File: src/rtl/ram_request_arbiter_if.sv
// Bus bundle between the per-core cache controllers, the RAM request arbiter and the RAM model.
// The master modport is the arbiter's view; the slave modport is the view of the cores and RAM around it.
interface ram_request_arbiter_if #(
    parameter int CPUS = 2,
    parameter int AW   = 32,
    parameter int DW   = 32
);
    localparam int GW = $clog2((CPUS > 2) ? CPUS : 2);

    logic [CPUS-1:0]    iREN;
    logic [CPUS-1:0]    dREN;
    logic [CPUS-1:0]    dWEN;
    logic [CPUS*AW-1:0] iaddr;
    logic [CPUS*AW-1:0] daddr;
    logic [CPUS*DW-1:0] dstore;
    logic [CPUS-1:0]    iwait;
    logic [CPUS-1:0]    dwait;
    logic [DW-1:0]      iload;
    logic [DW-1:0]      dload;

    logic               ramREN;
    logic               ramWEN;
    logic [AW-1:0]      ramaddr;
    logic [DW-1:0]      ramstore;
    logic [DW-1:0]      ramload;
    logic [1:0]         ramstate;

    logic               grant_valid;
    logic [GW-1:0]      grant_cpu;
    logic               grant_data;

    modport master (
        input  iREN, dREN, dWEN, iaddr, daddr, dstore, ramload, ramstate,
        output iwait, dwait, iload, dload, ramREN, ramWEN, ramaddr, ramstore,
               grant_valid, grant_cpu, grant_data
    );

    modport slave (
        output iREN, dREN, dWEN, iaddr, daddr, dstore, ramload, ramstate,
        input  iwait, dwait, iload, dload, ramREN, ramWEN, ramaddr, ramstore,
               grant_valid, grant_cpu, grant_data
    );
endinterface

File: src/rtl/ram_request_arbiter.sv
// Registered-grant arbiter sharing one RAM port among CPUS cores: round-robin across cores,
// data before instruction fetch within a core, one transfer held until the RAM reports ACCESS.
module ram_request_arbiter #(
    parameter int CPUS = 2,
    parameter int AW   = 32,
    parameter int DW   = 32
) (
    input logic                   CLK,
    input logic                   nRST,
    ram_request_arbiter_if.master bus
);
    localparam int GW = $clog2((CPUS > 2) ? CPUS : 2);

    typedef enum logic [1:0] {RAM_FREE, RAM_BUSY, RAM_ACCESS, RAM_ERROR} ramstate_t;
    typedef enum logic [1:0] {IDLE, GRANT, ERR} state_t;

    state_t        state, state_n;
    logic          gnt_valid, gnt_valid_n;
    logic [GW-1:0] gnt_cpu, gnt_cpu_n;
    logic          gnt_data, gnt_data_n;
    logic [GW-1:0] rr_ptr, rr_ptr_n;

    ramstate_t     ram_st;
    logic          win_found;
    logic [GW-1:0] win_cpu;
    logic          win_data;
    int            scan_idx;
    logic [GW-1:0] scan_cpu;

    logic [AW-1:0] own_iaddr, own_daddr;
    logic [DW-1:0] own_dstore;
    logic          own_iren, own_dren, own_dwen, own_req;

    assign ram_st = ramstate_t'(bus.ramstate);

    // Scan cores starting at rr_ptr; the first core with any pending request wins.
    always_comb begin
        win_found = 1'b0;
        win_cpu   = '0;
        win_data  = 1'b0;
        scan_idx  = 0;
        scan_cpu  = '0;
        for (int k = 0; k < CPUS; k++) begin
            scan_idx = int'(rr_ptr) + k;
            if (scan_idx >= CPUS) scan_idx = scan_idx - CPUS;
            scan_cpu = GW'(scan_idx);
            if (!win_found && (bus.dREN[scan_cpu] || bus.dWEN[scan_cpu] || bus.iREN[scan_cpu])) begin
                win_found = 1'b1;
                win_cpu   = scan_cpu;
                win_data  = bus.dREN[scan_cpu] | bus.dWEN[scan_cpu];
            end
        end
    end

    assign own_iaddr  = bus.iaddr[int'(gnt_cpu)*AW +: AW];
    assign own_daddr  = bus.daddr[int'(gnt_cpu)*AW +: AW];
    assign own_dstore = bus.dstore[int'(gnt_cpu)*DW +: DW];
    assign own_iren   = bus.iREN[gnt_cpu];
    assign own_dren   = bus.dREN[gnt_cpu];
    assign own_dwen   = bus.dWEN[gnt_cpu];
    assign own_req    = gnt_data ? (own_dren | own_dwen) : own_iren;

    // NOTE: every signal written here gets a default first, so no path leaves it unassigned and no latch is inferred.
    always_comb begin
        state_n      = state;
        gnt_valid_n  = gnt_valid;
        gnt_cpu_n    = gnt_cpu;
        gnt_data_n   = gnt_data;
        rr_ptr_n     = rr_ptr;
        bus.ramREN   = 1'b0;
        bus.ramWEN   = 1'b0;
        bus.ramaddr  = '0;
        bus.ramstore = '0;
        bus.iwait    = '1;
        bus.dwait    = '1;

        case (state)
            IDLE: begin
                if (win_found) begin
                    state_n     = GRANT;
                    gnt_valid_n = 1'b1;
                    gnt_cpu_n   = win_cpu;
                    gnt_data_n  = win_data;
                end
            end
            GRANT: begin
                // RAM signals follow the owner's live inputs; a write wins over a read.
                if (gnt_data) begin
                    bus.ramaddr = own_daddr;
                    if (own_dwen) begin
                        bus.ramWEN   = 1'b1;
                        bus.ramstore = own_dstore;
                    end else begin
                        bus.ramREN = own_dren;
                    end
                end else begin
                    bus.ramaddr = own_iaddr;
                    bus.ramREN  = own_iren;
                end

                if (!own_req) begin
                    state_n     = IDLE;
                    gnt_valid_n = 1'b0;
                end else if (ram_st == RAM_ACCESS) begin
                    if (gnt_data) bus.dwait[gnt_cpu] = 1'b0;
                    else          bus.iwait[gnt_cpu] = 1'b0;
                    state_n     = IDLE;
                    gnt_valid_n = 1'b0;
                    rr_ptr_n    = (int'(gnt_cpu) == CPUS - 1) ? '0 : gnt_cpu + 1'b1;
                end
            end
            ERR: begin
                if (ram_st != RAM_ERROR) begin
                    state_n     = IDLE;
                    gnt_valid_n = 1'b0;
                end
            end
            default: state_n = IDLE;
        endcase

        // A RAM error overrides everything: no new grant is taken and the pointer is preserved.
        if (ram_st == RAM_ERROR) begin
            state_n     = ERR;
            gnt_valid_n = 1'b0;
            gnt_cpu_n   = gnt_cpu;
            gnt_data_n  = gnt_data;
            rr_ptr_n    = rr_ptr;
        end
    end

    // NOTE: state registers use non-blocking assignments so every flop samples pre-edge values together.
    always_ff @(posedge CLK or negedge nRST) begin
        if (!nRST) begin
            state     <= IDLE;
            gnt_valid <= 1'b0;
            gnt_cpu   <= '0;
            gnt_data  <= 1'b0;
            rr_ptr    <= '0;
        end else begin
            state     <= state_n;
            gnt_valid <= gnt_valid_n;
            gnt_cpu   <= gnt_cpu_n;
            gnt_data  <= gnt_data_n;
            rr_ptr    <= rr_ptr_n;
        end
    end

    assign bus.grant_valid = gnt_valid;
    assign bus.grant_cpu   = gnt_cpu;
    assign bus.grant_data  = gnt_data;
    assign bus.iload       = bus.ramload;
    assign bus.dload       = bus.ramload;
endmodule

File: src/flat_wrapper.sv
// flat-port wrapper written by rule: the top's interface ports become plain ports
module ram_request_arbiter_flat 
#(
    parameter int CPUS = 2,
    parameter int AW   = 32,
    parameter int DW   = 32
)
  (CLK, nRST, bus_iREN, bus_dREN, bus_dWEN, bus_iaddr, bus_daddr, bus_dstore, bus_ramload, bus_ramstate, bus_iwait, bus_dwait, bus_iload, bus_dload, bus_ramREN, bus_ramWEN, bus_ramaddr, bus_ramstore, bus_grant_valid, bus_grant_cpu, bus_grant_data);
  ram_request_arbiter_if #(.CPUS(CPUS), .AW(AW), .DW(DW)) bus_i ();
  input logic CLK;
  input logic nRST;
  input wire logic [$bits(bus_i.iREN)-1:0] bus_iREN;
  input wire logic [$bits(bus_i.dREN)-1:0] bus_dREN;
  input wire logic [$bits(bus_i.dWEN)-1:0] bus_dWEN;
  input wire logic [$bits(bus_i.iaddr)-1:0] bus_iaddr;
  input wire logic [$bits(bus_i.daddr)-1:0] bus_daddr;
  input wire logic [$bits(bus_i.dstore)-1:0] bus_dstore;
  input wire logic [$bits(bus_i.ramload)-1:0] bus_ramload;
  input wire logic [$bits(bus_i.ramstate)-1:0] bus_ramstate;
  output wire logic [$bits(bus_i.iwait)-1:0] bus_iwait;
  output wire logic [$bits(bus_i.dwait)-1:0] bus_dwait;
  output wire logic [$bits(bus_i.iload)-1:0] bus_iload;
  output wire logic [$bits(bus_i.dload)-1:0] bus_dload;
  output wire logic [$bits(bus_i.ramREN)-1:0] bus_ramREN;
  output wire logic [$bits(bus_i.ramWEN)-1:0] bus_ramWEN;
  output wire logic [$bits(bus_i.ramaddr)-1:0] bus_ramaddr;
  output wire logic [$bits(bus_i.ramstore)-1:0] bus_ramstore;
  output wire logic [$bits(bus_i.grant_valid)-1:0] bus_grant_valid;
  output wire logic [$bits(bus_i.grant_cpu)-1:0] bus_grant_cpu;
  output wire logic [$bits(bus_i.grant_data)-1:0] bus_grant_data;
  assign bus_i.iREN = bus_iREN;
  assign bus_i.dREN = bus_dREN;
  assign bus_i.dWEN = bus_dWEN;
  assign bus_i.iaddr = bus_iaddr;
  assign bus_i.daddr = bus_daddr;
  assign bus_i.dstore = bus_dstore;
  assign bus_i.ramload = bus_ramload;
  assign bus_i.ramstate = bus_ramstate;
  assign bus_iwait = bus_i.iwait;
  assign bus_dwait = bus_i.dwait;
  assign bus_iload = bus_i.iload;
  assign bus_dload = bus_i.dload;
  assign bus_ramREN = bus_i.ramREN;
  assign bus_ramWEN = bus_i.ramWEN;
  assign bus_ramaddr = bus_i.ramaddr;
  assign bus_ramstore = bus_i.ramstore;
  assign bus_grant_valid = bus_i.grant_valid;
  assign bus_grant_cpu = bus_i.grant_cpu;
  assign bus_grant_data = bus_i.grant_data;
  ram_request_arbiter #(.CPUS(CPUS), .AW(AW), .DW(DW)) u_core (.CLK(CLK), .nRST(nRST), .bus(bus_i));
endmodule
File: config.mk
export PLATFORM = sky130hd
export DESIGN_NAME = ram_request_arbiter_flat
export DESIGN_NICKNAME = d
export VERILOG_FILES = /design/src/rtl/ram_request_arbiter_if.sv /design/src/rtl/ram_request_arbiter.sv /design/src/flat_wrapper.sv
export SDC_FILE = /design/constraint.sdc
export NUM_CORES = 1
export LEC_CHECK = 0
export ABC_CLOCK_PERIOD_IN_PS = 1580
export CELL_PAD_IN_SITES_DETAIL_PLACEMENT = 1
export CELL_PAD_IN_SITES_GLOBAL_PLACEMENT = 2
export CORE_ASPECT_RATIO = 0.9
export CORE_UTILIZATION = 10
export CTS_CLUSTER_DIAMETER = 150
export DETAILED_ROUTE_END_ITERATION = 6
export PLACE_DENSITY_LB_ADDON = 0.05
export SYNTH_ARGS = -nofsm -noshare
export SYNTH_HDL_FRONTEND = slang
export SYNTH_SLANG_ARGS = --single-unit
File: constraint.sdc
create_clock -name CLK -period 1.58 [get_ports CLK]
set_input_delay 0.237 -clock CLK [delete_from_list [all_inputs] [get_ports CLK]]
set_output_delay 0.237 -clock CLK [all_outputs]
set_load 0.005 [all_outputs]
# After elaboration in Yosys (flattened, before gate mapping)
# Index checks and enable logic that the tools add are counted.
dict set report word_totals {
  input_bits 234
  output_inout_bits 137
  ff_bits 6
  elab_cells 105
}
dict set report classes {
  reduce_logical 13
  eq_ne 8
  bitwise 5
  magnitude_cmp 6
  n_addsub 4
  shift 3
  n_mux 61
}
# op count
set ops {}
lappend ops {{64-bit by 7-bit indexed part select with 32-bit output} 3}
lappend ops {{32-bit 2-to-1 mux} 5}
lappend ops {{1-bit 2-to-1 mux} 40}
lappend ops {{2-bit 2-to-1 mux} 13}
lappend ops {{4-bit AND reduction} 2}
lappend ops {{2-bit equality test, second input constant} 3}
lappend ops {{1-bit by 2-bit less-than comparator with 1-bit output, second input constant} 3}
lappend ops {{3-bit by 1-bit != test with 1-bit output, second input constant} 2}
lappend ops {{2-bit case mux with 3 select lines} 1}
lappend ops {{3-bit AND reduction} 2}
lappend ops {{1-bit logical OR} 4}
lappend ops {{4-bit != test, second input constant} 1}
lappend ops {{4-bit nonzero test} 1}
lappend ops {{1-bit OR} 3}
lappend ops {{1-bit case mux with 3 select lines} 1}
lappend ops {{1-bit by 1-bit adder with 2-bit output, second input constant} 1}
lappend ops {{2-bit by 1-bit equality test with 1-bit output, second input constant} 1}
lappend ops {{1-bit by 2-bit >= comparator with 1-bit output, second input constant} 1}
lappend ops {{2-bit >= comparator, second input constant} 1}
lappend ops {{1-bit logical AND} 2}
lappend ops {{2-bit zero test} 1}
lappend ops {{2-bit != test, second input constant} 1}
lappend ops {{2-bit NOT} 1}
lappend ops {{1-bit subtractor, second input constant} 2}
lappend ops {{other kinds (5)} 5}

# Depth between registers and ports, before layout
dict set report depth {
  word_depth 13
  mapped_depth 7
  depth_no_buf 6
}

# Worst setup path after synthesis
# OpenSTA, ideal clock, no wires.
dict set report synth_timing {
  kind {reg2out}
  startpoint {reg u_core.gnt_data, in the netlist u_core.bus.grant_data}
  endpoint {out bus_ramaddr[10]}
  stages_incl_launch_ff 5
  arrival_ps 1461
  path_slack_ps -118
  t_required_ps 1343
  path_cell_list {dfrtp_1 > buf_2 > buf_2 > mux4_2 > and2_1}
}
dict set report synth_between {
  elab_chain_cells 2
}
# element line_no
set synth_lines {}
lappend synth_lines {{start, declared} ram_request_arbiter.sv:20} ;# logic gnt_data, gnt_data_n;
lappend synth_lines {{start signal, assigned} ram_request_arbiter.sv:143} ;# gnt_data <= gnt_data_n;
lappend synth_lines {{32-bit 2-to-1 mux} ram_request_arbiter.sv:88} ;# if (gnt_data) begin
lappend synth_lines {{32-bit 2-to-1 mux} ram_request_arbiter.sv:77} ;# case (state)
lappend synth_lines {{end, declared} flat_wrapper.sv:26} ;# output wire logic [$bits(bus_i.ramaddr)-1:0] bus_ramaddr;
# No other way between the ends.

# Worst setup path in the final report
dict set report layout_timing {
  startpoint {reg u_core.gnt_data, in the netlist u_core.bus.grant_data}
  endpoint {out bus_ramaddr[29]}
}
# Same word-level chain as after synthesis.

==> impl_metrics.json <==
{
  "diodes": 0,
  "dr.pass1.iters": 4,
  "drive_gt1_share_pct": 50.17,
  "gp_congestion": 0.6896,
  "fin_crit_ns": 2.098,
  "drc": 0,
  "grt_max_degree": 19,
  "drtIter0Drc": 66,
  "io_buffers": 274,
  "yosysTopAreaCellShare_pct": 30.45,
  "critPathTopFamily": "buffers and inverters",
  "ys_types": 31,
  "timing.final.crit_share_pct": 132.8,
  "dieArea_um2": 25790,
  "hold_class": "input pin to async pin",
  "h-tree-depth": 1,
  "fmax_mhz": 476.5,
  "synth_ff_type": "dfrtp_1",
  "worst_slack_ns": -0.5184,
  "cts_tree": "done",
  "reg2reg_slack_ns": -0.23,
  "yosys.area.top_type": "mux4_2",
  "fin_setup_tns_ns": -28.89,
  "synth.avg_cell_area_um2": 8.950,
  "groute.usage.overall_pct": 12.19,
  "antenna_found_initial": 1,
  "postCtsHoldBufs": 0,
  "io_pins": 371,
  "rows": 54,
  "synth_common_cells": "buf_4, nor2_1, mux4_2",
  "cts_root_buffer": "clkbuf_16",
  "wl_per_cell_um": 18.07,
  "rsz0062_at_grt": "yes",
  "fillers": 2783,
  "finalInstanceArea_um2": 6633,
  "power.leakage_nw": 2.885,
  "vias": 3341,
  "power.total_mw": 7.724,
  "clock_sinks": 6,
  "synth_warnings": 0,
  "ant_nets": 0,
  "violations": "setup timing",
  "core_area_um2": 24460,
  "ys_ff_latch": 6,
  "syn_inst": 281,
  "die_y_um": 152.4,
  "power_density_nw_per_um2": 1165,
  "die_w_um": 169.2,
  "grt_overflow": 0,
  "wirelength_mm": 16.66,
  "required_ns": 1.34,
  "synth_fp_nets": 518,
  "yosysSeqAreaShare_pct": 5.970,
  "cpPeakStageDelay_ns": 0.42,
  "tightest_slew_ns": 0.3210,
  "whs_ns": 0.2714,
  "synth_edf_count": 0,
  "routed_via_density": 3.624,
  "crit_buf_inv": 5,
  "drv_cap": 0,
  "final_hold_viol_count": 0,
  "final_nets": 824,
  "clock_path_buffers": 2,
  "path_cells": "buf_12, buf_12, buf_12, buf_6, mux4_2, and2_1, buf_2",
  "yosysMostFrequentCell": "buf_4",
  "final.setup_skew_ns": 0.003190,
  "clk_latency_ns": 0.23,
  "async_flop_share_pct": 100.0,
  "grt_pass1_wl_mm": 23.59,
  "outcome": "finished, violations left",
  "grt_pass1_vias": 3721,
  "cp.arrival_ns": 1.86,
  "cp-start-kind": "flop",
  "relSlewSlack_pct": 78.54,
  "netlist_area_um2": 2515,
  "dp.final_hpwl_mm": 12.71,
  "clk_pin_slew_ns": 0.04,
  "start_util_pct": 10.28,
  "drv_slew": 0,
  "synthTopCellsByArea": "mux4_2, buf_4, mux2i_1",
  "crit_type": "flop to output port",
  "end_kind": "output port",
  "peakVddDrop_mv": 0.4013,
  "place_area_um2": 5514,
  "worstPathMaxFanout": 6,
  "cts_buffers": 3,
  "cp_common_cell": "buf_12",
  "areaGrowthSynthToFinish_pct": 163.7,
  "final-setup-viol-count": 72,
  "crit_slowest_cell": "dfrtp_2"
}
## sequential cells by signal, indices dropped and copies added (netlist names)
| signal | count |
|---|---|
| u_core.state | 2 |
| u_core.bus.grant_data | 1 |
| u_core.bus.grant_valid | 1 |
| u_core.bus.grant_cpu | 1 |
| u_core.rr_ptr | 1 |
## area by class of cell
type | instances | area (um^2) | area share [%]
multi-input cells | 181 | 2032 | 30.64
flip-flops and latches | 6 | 155.1 | 2.339
well taps | 336 | 420.4 | 6.338
clock buffers | 4 | 78.83 | 1.188
inverters | 9 | 33.78 | 0.5093
repair buffers | 386 | 3913 | 58.99
## placed cells by master, fill, tap and decap left out, drive strengths merged, types with 4 or more instances in the layout
master / n
inv: 9
dfrtp: 6
nor2: 37
buf: 181
clkdlybuf4s50: 198
and2: 32
mux2i: 33
o21ai: 4
nand2: 8
clkbuf: 7
nand3: 4
mux4: 34
dlygate4sd2: 4
## metrics by stage
stage | utilization, % | setup slack, ns | std cells
floorplan | - | -0.02241 | 281
global placement | 22.54 | -0.9333 | 851
detailed placement | 22.54 | -0.9630 | 851
CTS | 26.83 | -0.6251 | 920
global route | 27.12 | -0.5814 | 922
finish | 27.12 | -0.5184 | 922
## per-layer routing
layer	vias up	routed length, um	track usage [%]	part of all wire (%)
met5	-	13	0	0.078
met4	2	28	0.6006	0.17
met3	6	1939	5.091	12
met2	201	8594	22.99	52
met1	1587	6084	13.10	37
li1	1545	-	-	-
## kinds of logic after synthesis
logic type | synth area share, %
flops | 5.970
compound gates | 4.727
buf+inv | 24.97
simple gates | 18.36
fa+ha+maj | 1.493
mux | 44.48
## worst reg2reg max path: stages, from the launching register on
cell and delay, ns:
dfrtp_4 0.50, buf_6 0.13, mux4_2 0.48, buf_4 0.17, buf_6 0.10, buf_6 0.10, a31oi_1 0.15, a21oi_1 0.06
## where the power goes
| group | switching (mW) | leakage, nW | internal (mW) | total (mW) |
|---|---|---|---|---|
| logic | 2.53 | 2.78 | 4.47 | 7.00 |
| clock network | 0.0896 | 0.0382 | 0.335 | 0.425 |
| registers | 0.0705 | 0.0687 | 0.228 | 0.299 |
## what timing repair did
action	4_1_cts	5_1_grt
endpoints found under the setup margin	77	75
setup buffers	61	14
resized for setup	447	43
cloned	8	1
pin swaps	59	17
## worst paths after layout
path                                                      end  cells past startpoint                                from
min                          u_core.bus.grant_cpu$_DFFE_PN0P_                      1                                nRST
max reg2reg                       u_core.state[0]$_DFFE_PN0P_                      7    u_core.bus.grant_cpu$_DFFE_PN0P_
max in group asynchronous    u_core.bus.grant_cpu$_DFFE_PN0P_                      1                                nRST
min reg2reg                u_core.bus.grant_valid$_DFFE_PN0P_                      2  u_core.bus.grant_valid$_DFFE_PN0P_
min in group CLK                                bus_dload[10]                      0                     bus_ramload[10]
max                                           bus_ramaddr[29]                      7   u_core.bus.grant_data$_DFFE_PN0P_
No activity file was read; power rests on OpenSTA's default activity.
